==> src/rtl/bist_session_scheduler.sv <==
// bist_session_scheduler: runs BIST on each enabled core in ascending order over a
// shared PRPG/MISR, then reports per-core pass / fail / timeout results.
// Pulses and status outputs are registered decodes of the current state, so they
// appear one cycle after the state that produces them.
module bist_session_scheduler #(
    parameter int NUM_CUT = 4,
    parameter int SIG_W   = 16,
    parameter int TIMEOUT = 1023
) (
    input  logic                     clk,
    input  logic                     rstIn,
    input  logic                     start,
    input  logic [NUM_CUT-1:0]       cut_mask,
    input  logic [NUM_CUT*SIG_W-1:0] golden_sig,
    input  logic [SIG_W-1:0]         misr_sig,
    input  logic [NUM_CUT-1:0]       bist_done,
    output logic                     shared_rst,
    output logic [NUM_CUT-1:0]       bist_start,
    output logic [3:0]               cur_cut,
    output logic                     busy,
    output logic                     done,
    output logic [NUM_CUT-1:0]       pass_vec,
    output logic [NUM_CUT-1:0]       fail_vec,
    output logic [NUM_CUT-1:0]       tmo_vec
);

    // One extra bit so the pointer can sit one past the last core.
    localparam int PTR_W = 5;

    typedef enum logic [2:0] {
        S_IDLE,
        S_SELECT,
        S_CLEAR,
        S_LAUNCH,
        S_WAIT,
        S_CHECK,
        S_FINISH
    } state_t;

    state_t             state_q;
    state_t             state_d;
    logic [NUM_CUT-1:0] mask_q;
    logic [PTR_W-1:0]   ptr_q;
    logic [15:0]        wd_q;

    logic               found;
    logic [3:0]         found_idx;
    logic [NUM_CUT-1:0] cur_sel;
    logic               cur_done;
    logic               timed_out;
    logic [SIG_W-1:0]   golden_cur;

    logic               shared_rst_d;
    logic [NUM_CUT-1:0] bist_start_d;
    logic               busy_d;
    logic               done_d;

    // Core lookup: lowest scheduled index at or above ptr, plus the serviced core's done and golden slice
    always_comb begin
        // NOTE: every combinational output gets a default first so no path can infer a latch.
        found      = 1'b0;
        found_idx  = '0;
        cur_sel    = '0;
        golden_cur = '0;
        for (int i = NUM_CUT - 1; i >= 0; i--) begin
            if (mask_q[i] && (PTR_W'(i) >= ptr_q)) begin
                found     = 1'b1;
                found_idx = 4'(i);
            end
        end
        for (int i = 0; i < NUM_CUT; i++) begin
            if (cur_cut == 4'(i)) begin
                cur_sel[i] = 1'b1;
                golden_cur = golden_sig[i*SIG_W +: SIG_W];
            end
        end
        cur_done  = |(bist_done & cur_sel);
        timed_out = (wd_q == 16'(TIMEOUT));
    end

    // State register
    always_ff @(posedge clk or negedge rstIn) begin
        // NOTE: sequential state uses non-blocking assignments so every flop sees pre-edge values.
        if (!rstIn) begin
            state_q <= S_IDLE;
        end else begin
            state_q <= state_d;
        end
    end

    // Next-state logic; done wins over the watchdog when both land in the same WAIT cycle
    always_comb begin
        state_d = state_q;
        case (state_q)
            S_IDLE, S_FINISH: if (start) state_d = S_SELECT;
            S_SELECT:         state_d = found ? S_CLEAR : S_FINISH;
            S_CLEAR:          state_d = S_LAUNCH;
            S_LAUNCH:         state_d = S_WAIT;
            S_WAIT: begin
                if (cur_done) begin
                    state_d = S_CHECK;
                end else if (timed_out) begin
                    state_d = S_SELECT;
                end
            end
            S_CHECK:          state_d = S_SELECT;
            default:          state_d = S_IDLE;
        endcase
    end

    // Output decode from the current state, registered below
    always_comb begin
        shared_rst_d = (state_q == S_CLEAR);
        bist_start_d = (state_q == S_LAUNCH) ? cur_sel : '0;
        busy_d       = (state_q != S_IDLE) && (state_q != S_FINISH);
        done_d       = (state_q == S_FINISH);
    end

    // Output registers, run mask, pointer, watchdog and result vectors
    always_ff @(posedge clk or negedge rstIn) begin
        if (!rstIn) begin
            shared_rst <= 1'b0;
            bist_start <= '0;
            busy       <= 1'b0;
            done       <= 1'b0;
            cur_cut    <= '0;
            pass_vec   <= '0;
            fail_vec   <= '0;
            tmo_vec    <= '0;
            mask_q     <= '0;
            ptr_q      <= '0;
            wd_q       <= '0;
        end else begin
            shared_rst <= shared_rst_d;
            bist_start <= bist_start_d;
            busy       <= busy_d;
            done       <= done_d;
            case (state_q)
                S_IDLE, S_FINISH: begin
                    if (start) begin
                        mask_q   <= cut_mask;
                        ptr_q    <= '0;
                        pass_vec <= '0;
                        fail_vec <= '0;
                        tmo_vec  <= '0;
                    end
                end
                S_SELECT: begin
                    if (found) begin
                        cur_cut <= found_idx;
                        ptr_q   <= {1'b0, found_idx};
                    end
                end
                S_LAUNCH: wd_q <= '0;
                S_WAIT: begin
                    wd_q <= wd_q + 16'd1;
                    if (!cur_done && timed_out) begin
                        tmo_vec  <= tmo_vec | cur_sel;
                        fail_vec <= fail_vec | cur_sel;
                        ptr_q    <= {1'b0, cur_cut} + PTR_W'(1);
                    end
                end
                S_CHECK: begin
                    if (misr_sig == golden_cur) begin
                        pass_vec <= pass_vec | cur_sel;
                    end else begin
                        fail_vec <= fail_vec | cur_sel;
                    end
                    ptr_q <= {1'b0, cur_cut} + PTR_W'(1);
                end
                default: ;
            endcase
        end
    end

endmodule

==> config.mk <==
export PLATFORM = sky130hd
export DESIGN_NAME = bist_session_scheduler
export DESIGN_NICKNAME = d
export VERILOG_FILES = /design/src/rtl/bist_session_scheduler.sv
export SDC_FILE = /design/constraint.sdc
export NUM_CORES = 1
export LEC_CHECK = 0
export CORE_MARGIN = 4
export CORE_UTILIZATION = 39
export CTS_CLUSTER_SIZE = 8
export DETAILED_ROUTE_END_ITERATION = 8
export PLACE_DENSITY_LB_ADDON = 0.15
export SLEW_MARGIN = 20
export SYNTH_ARGS = -nofsm -noshare
export SYNTH_HDL_FRONTEND = slang
export SYNTH_SLANG_ARGS = --single-unit
export TNS_END_PERCENT = 100
==> constraint.sdc <==
create_clock -name clk -period 2.48 [get_ports clk]
set_clock_uncertainty 0.15 [all_clocks]
set_input_delay 0.248 -clock clk [delete_from_list [all_inputs] [get_ports clk]]
set_output_delay 0.248 -clock clk [all_outputs]
set_load 0.05 [all_outputs]
==> results.ini, run 1 <==
[yosys]
synth_compound_area_share_pct = 22.7
ys_seq_area_share_pct = 42.3
synth_top_family_by_area = compound AO/OA/AOI/OAI gates
ys_warn_count = 0
ys_async_sr_fraction_pct = 100
synth_fa_ha_area_share_pct = 2.25
synth_mux_area_share_pct = 2.66
synth_xor_area_share_pct = 5.04
ys_ff_latch = 47
synth_edf_count = 0
synth.cell_area_sq_um = 2780
syn_area_per_cell_sq_um = 9.14
synth-simple-area-share_pct = 20.4
ys.flop_type = dfrtp_1
netlist_instances = 304
ys_types = 47

[setup_path]
crit_path_start_kind = flop
crit_arrival_ns = 2.69
worstSetupPathType = reg2reg
critPathMaxFanout = 8
crit_slowest_cell = dfrtp_2
required_ns = 2.51
cp_cell_sequence = inv_4 > ha_4 > or2_4 > buf_12 > a221o_1 > o221ai_2 > xnor2_1 > nor4_2 > nand4_4 > a32o_1
worstSetupStartpoint = cur_cut[0]$_DFFE_PN0P_
r2r_slack_ns = -0.19
r2r_start = cur_cut[0]$_DFFE_PN0P_
slowest_delay_ns = 0.46
cp-end-kind = flop

[detailed_routing]
vias = 2788
dr.pass1.iters = 4
wl_per_cell_um = 16.1
drtIter0Drc = 88
wl_mm = 8.57
via_per_inst = 5.24
drcViolationCount = 0
ant_nets = 0

[cts]
cts.reportedPaths.clkPinSlew_ns = 0.08
clkLatencyLatePin_ns = 0.29
cts_tree = yes
h-tree-depth = 2
cts_buffers = 5
cts_sinks = 47
clockBufferDepth = 2
clock-root-buffer = clkbuf_8

[cells_and_area]
fin_nets = 531
layout_commonest_cell = clkdlybuf4s50_1
layout_common_cells = clkdlybuf4s50_1, dfrtp_1, nand2_1
area_growth_pct = 59.0
drive_gt1_share_pct = 15.8
n_antenna_cell = 0

[sta]
setup_ws_ns = -0.187
final_max_slew_viol_count = 0
fmax_mhz = 375
period_share_pct = 108
worst_pin_slew_ns = 0.788
max_slew_margin_pct = 47.5
grt_setup_unrepaired = yes
fin_crit_ns = 2.67
setup_viol = 8
final.setup.tns_ns = -1.07
finalHoldViolCount = 0

[hold_path]
hold_path_class = in2reg
min_from = cut_mask[0]

[global_routing]
grt_pass1_vias = 2866
grt_usage_pct = 19.9
grt_pass1_wl_mm = 13.8
grt-ovfl-total = 0
grt_max_degree = 38
antenna_found_initial = 0

[pwr]
p_leak_nw = 1.86
peakVddDrop_mv = 0.799
powerDensity_nw_per_um2 = 1090
power_mw = 4.83

[die]
design.core.area_sq_um = 6870
die_x_um = 92.4
io_pins = 114
die_area_sq_um = 8540
fp.dieH_um = 92.4
fp-row-count = 30
initial_utilization_pct = 40.5

[flow_run]
max_cap_violations = 0

[place]
portBuffers = 111
gp_congestion = 0.866
dp_hpwl_mm = 6.69

[status]
violations = setup timing
status = complete, but fails checks

-- cell families after synthesis --
family | after synthesis
other | 1
xor gates and xnor gates | 16
muxes | 7
AOI/OAI and AO/OA | 88
adders and majority gates | 5
DFF | 47
buffers and inverters | 25
and+or+nand+nor | 115
-- flip-flops by register name, summed over array words and instances, names as in the netlist, 2 cells and up --
signal	flops
fail_vec	4
ptr_q	3
cur_cut	2
state_q	3
pass_vec	4
tmo_vec	4
mask_q	4
bist_start	4
wd_q	16
-- cell usage after synthesis, types with 3 or more instances --
library cell,instances,area share (%)
nand3_1,9,1.6
a221oi_1,7,2.2
a21oi_1,14,2.5
mux2i_1,4,1.4
nand2_1,39,5.3
o22ai_1,13,2.9
o21ai_0,24,4.3
buf_4,3,0.81
nor3_1,6,1.1
inv_1,8,1.1
nand2b_1,4,0.90
a221o_1,4,1.4
nand4_1,5,1.1
ha_1,5,2.3
nor2b_1,4,0.90
and3_1,7,1.6
dfrtp_1,47,42
a32o_1,4,1.4
nor4_2,3,1.4
nor2_1,28,3.8
o221ai_1,3,0.95
clkbuf_1,9,1.2
xor2_1,8,2.5
a221oi_2,5,2.7
xnor2_1,8,2.5
a22oi_1,3,0.81
mux2_2,3,1.2
-- metal layers --
layer / vias up / wire (um) / track usage (%)
met5: - / 0 / 0
li1: 1375 / - / -
met3: 18 / 376 / 4.47
met1: 1324 / 3730 / 24.4
met4: 0 / 109 / 3.96
met2: 71 / 4350 / 35.6
-- worst max-delay path: cells and delay by family (launching register included) --
kind | cells | cell delay (ns)
AND/OR/NAND/NOR | 3 | 0.83
XOR/XNOR | 1 | 0.11
flip-flops | 1 | 0.46
adder cells (fa/ha/maj) | 1 | 0.16
buffers and inverters | 2 | 0.22
AO/OA/AOI/OAI | 3 | 0.63
-- what timing repair did --
action / CTS / global route
pin swaps: 7 / 6
endpoints found under the hold margin: 36 / 0
gates cloned: 0 / 1
hold buffers: 1 / 0
endpoints found under the setup margin: 8 / 10
gates resized for setup: 8 / 11
setup buffers: 3 / 1
-- final timing paths --
check	to	cells past startpoint
setup / recovery	fail_vec[1]$_DFFE_PN0P_	10
hold / removal	mask_q[0]$_DFFE_PN0P_	3
setup reg to reg	fail_vec[1]$_DFFE_PN0P_	10
hold reg to reg	wd_q[9]$_DFFE_PN0P_	1
max in group asynchronous	fail_vec[1]$_DFFE_PN0P_	3
min in group asynchronous	bist_start[3]$_DFF_PN0_	2
-- area by class of cell --
type	count	area, sq um
well taps	96	120
clock inverters	2	12.5
clock buffers	6	72.6
fillers	560	2450
inverters	8	36.3
repair buffers	140	1390
flip-flops and latches	47	1180
multi-input cells	233	1610
-- power breakdown --
group / total [mW] / internal, mW / leakage (nW) / switching (mW)
logic: 3.26 / 1.47 / 1.19 / 1.79
registers: 1.14 / 0.959 / 0.625 / 0.178
clock network: 0.441 / 0.197 / 0.0412 / 0.244
total: 4.83 / 2.62 / 1.86 / 2.21
-- metrics by stage --
step | hold WS, ns | instance area (sq um) | utilization (%) | instances | worst slack [ns]
finish | 0.331 | 4420 | 64.3 | 532 | -0.187
global route | 0.342 | 4420 | 64.3 | 532 | -0.269
CTS | 0.327 | 4320 | 62.9 | 530 | -0.204
detailed placement | 0.233 | 4170 | 60.6 | 518 | -0.283
global placement | 0.234 | 4170 | 60.6 | 518 | -0.225
floorplan | -0.198 | 2830 | - | 305 | -0.204
Note: power is estimated with default switching activity, not from simulation.
==> inputs of run 2 (changes only) <==
--- a/config.mk
+++ b/config.mk
@@ -5,11 +5,12 @@
 export SDC_FILE = /design/constraint.sdc
 export NUM_CORES = 1
 export LEC_CHECK = 0
+export CAP_MARGIN = 15
 export CORE_MARGIN = 4
 export CORE_UTILIZATION = 39
 export CTS_CLUSTER_SIZE = 8
 export DETAILED_ROUTE_END_ITERATION = 8
-export PLACE_DENSITY_LB_ADDON = 0.15
+export PLACE_DENSITY = 0.77
 export SLEW_MARGIN = 20
 export SYNTH_ARGS = -nofsm -noshare
 export SYNTH_HDL_FRONTEND = slang
==> run 2 against run 1 <==
  * Critical path type unchanged
  * First-iteration DRC count increased by 59%
  * Die area unchanged
  * Sequential share of layout area increased by 0.083 points
  * The run still ends with setup timing left
==> results.ini, run 2 (synthesis gave the netlist of run 1 again) <==
[cts]
cts.reportedPaths.clkPinSlew_ns = 0.09
clock-root-buffer = clkbuf_8
clockBufferDepth = 2
h-tree-depth = 2
cts_tree = yes
cts_buffers = 5
cts_sinks = 47
clkLatencyLatePin_ns = 0.30

[status]
status = complete, but fails checks
violations = setup timing

[setup_path]
worstSetupPathType = reg2reg
critPathBufInv = 3
cp_cell_sequence = inv_4 > buf_12 > ha_4 > or2_4 > buf_4 > a221oi_2 > nor2_1 > xor2_1 > nor4_2 > nand4_4 > a32o_1
rr_worst_depth = 11
r2r_start = cur_cut[0]$_DFFE_PN0P_
crit_path_start_kind = flop
critPathMaxFanout = 8
worstSetupStartpoint = cur_cut[0]$_DFFE_PN0P_
r2r_slack_ns = -0.30
slowest_delay_ns = 0.43
crit_arrival_ns = 2.82
cp-end-kind = flop
required_ns = 2.52
rr_endpoint = fail_vec[1]$_DFFE_PN0P_
cp_top_family = simple AND/OR/NAND/NOR gates
crit_slowest_cell = dfrtp_2

[pwr]
p_leak_nw = 1.86
power_mw = 4.81
powerDensity_nw_per_um2 = 1090
sw_frac_of_total_pct = 45.8
peakVddDrop_mv = 0.857
p_sw_mw = 2.20
clkPwrFrac_pct = 9.4
seqPwrFrac_pct = 23.0
p_int_mw = 2.61
comb_power_share_pct = 67.6

[cells_and_area]
largest_reg_flops = 16
stdcell_count = 534
layout_common_cells = clkdlybuf4s50_1, dfrtp_1, nand2_1
area_growth_pct = 58.5
finalCoreUtilization_pct = 64.1
regMostFlops = wd_q
n_antenna_cell = 0
fin_nets = 533
drive_gt1_share_pct = 15.8
layout_commonest_cell = clkdlybuf4s50_1
fill_cells = 583
design_area_sq_um = 4400
regArea_sq_um = 1180
multiInputGateArea_sq_um = 1580

[global_routing]
antenna_found_initial = 0
grt_usage_pct = 21.1
grt_max_degree = 26
grt_pass1_vias = 3013
grt-ovfl-total = 0
grt_pass1_wl_mm = 14.5

[place]
dp_hpwl_mm = 6.87
portBuffers = 111
gp_congestion = 0.839
place_inst = 518
pre_cts_slack_ns = -0.348
dpl_cell_area_sq_um = 4180

[die]
design.core.area_sq_um = 6870
fp.dieH_um = 92.4
initial_utilization_pct = 40.5
io_pins = 114
die_area_sq_um = 8540
fp-row-count = 30
die_x_um = 92.4

[detailed_routing]
wl_mm = 8.88
dr.pass1.iters = 4
wl_per_cell_um = 16.6
vias = 2833
via_per_inst = 5.31
drcViolationCount = 0
drtIter0Drc = 140
ant_nets = 0

[hold_path]
hold_path_class = in2async

[flow_run]
max_cap_violations = 0

[sta]
worst_pin_slew_ns = 0.558
setup_ws_ns = -0.296
fmax_mhz = 360
max_slew_margin_pct = 62.8
setup_viol = 8
finalHoldViolCount = 0
final.setup.tns_ns = -1.95
hold-worst-slack_ns = 0.314
final_max_slew_viol_count = 0
fin_crit_ns = 2.78
period_share_pct = 112
grt_setup_unrepaired = yes

==> run 2: repair_timing <==
action                                  in CTS  in global routing
pin swaps                                    4                  8
hold buffers                                 1                  0
hold endpoints to repair                    23                  0
endpoints found under the setup margin       8                 10
buffers inserted                             0                  7
gates resized for setup                      6                 11
==> run 2: how the worst max path moves through the flow <==
stage	endpoint	slack (ns)	cells past startpoint
finish	fail_vec[1]$_DFFE_PN0P_	-0.30	11
global route	fail_vec[1]$_DFFE_PN0P_	-0.42	11
CTS	fail_vec[1]$_DFFE_PN0P_	-0.21	11
detailed placement	fail_vec[1]$_DFFE_PN0P_	-0.35	11
global placement	fail_vec[3]$_DFFE_PN0P_	-0.32	11
floorplan	fail_vec[1]$_DFFE_PN0P_	-0.20	11
==> run 2: per-layer routing <==
metal | track usage, % | share of wire (%)
met1 | 26.7 | 43
met2 | 38.1 | 52
met3 | 4.22 | 4.2
met4 | 2.10 | 0.66
met5 | 0 | 0
==> run 2: final cells by class <==
type,count,area share [%]
multi-input combinational,233,35.9
inverter,8,0.739
timing repair buffer,142,31.9
sequential,47,26.8
clock inverter,2,0.284
tap,96,2.73
clock buffer,6,1.65
==> run 2: worst register-to-register path: cells and delay by family (launching register included) <==
family                     cells  cell delay (ns)
xor gates and xnor gates       1             0.15
AOI/OAI and AO/OA              2             0.54
adders and majority gates      1             0.15
DFF                            1             0.43
buffers and inverters          3             0.32
and+or+nand+nor                4             0.93
==> run 2: power by group through the flow <==
stage | sequential, mW | combinational (mW) | clock, mW
6_report | 1.11 | 3.25 | 0.453
5_1_grt | 1.13 | 3.54 | 0.500
4_1_cts | 1.11 | 3.06 | 0.463
3_5_place_dp | 1.12 | 2.99 | 0
3_3_place_gp | 1.11 | 2.92 | 0
2_1_floorplan | 1.46 | 1.66 | 0
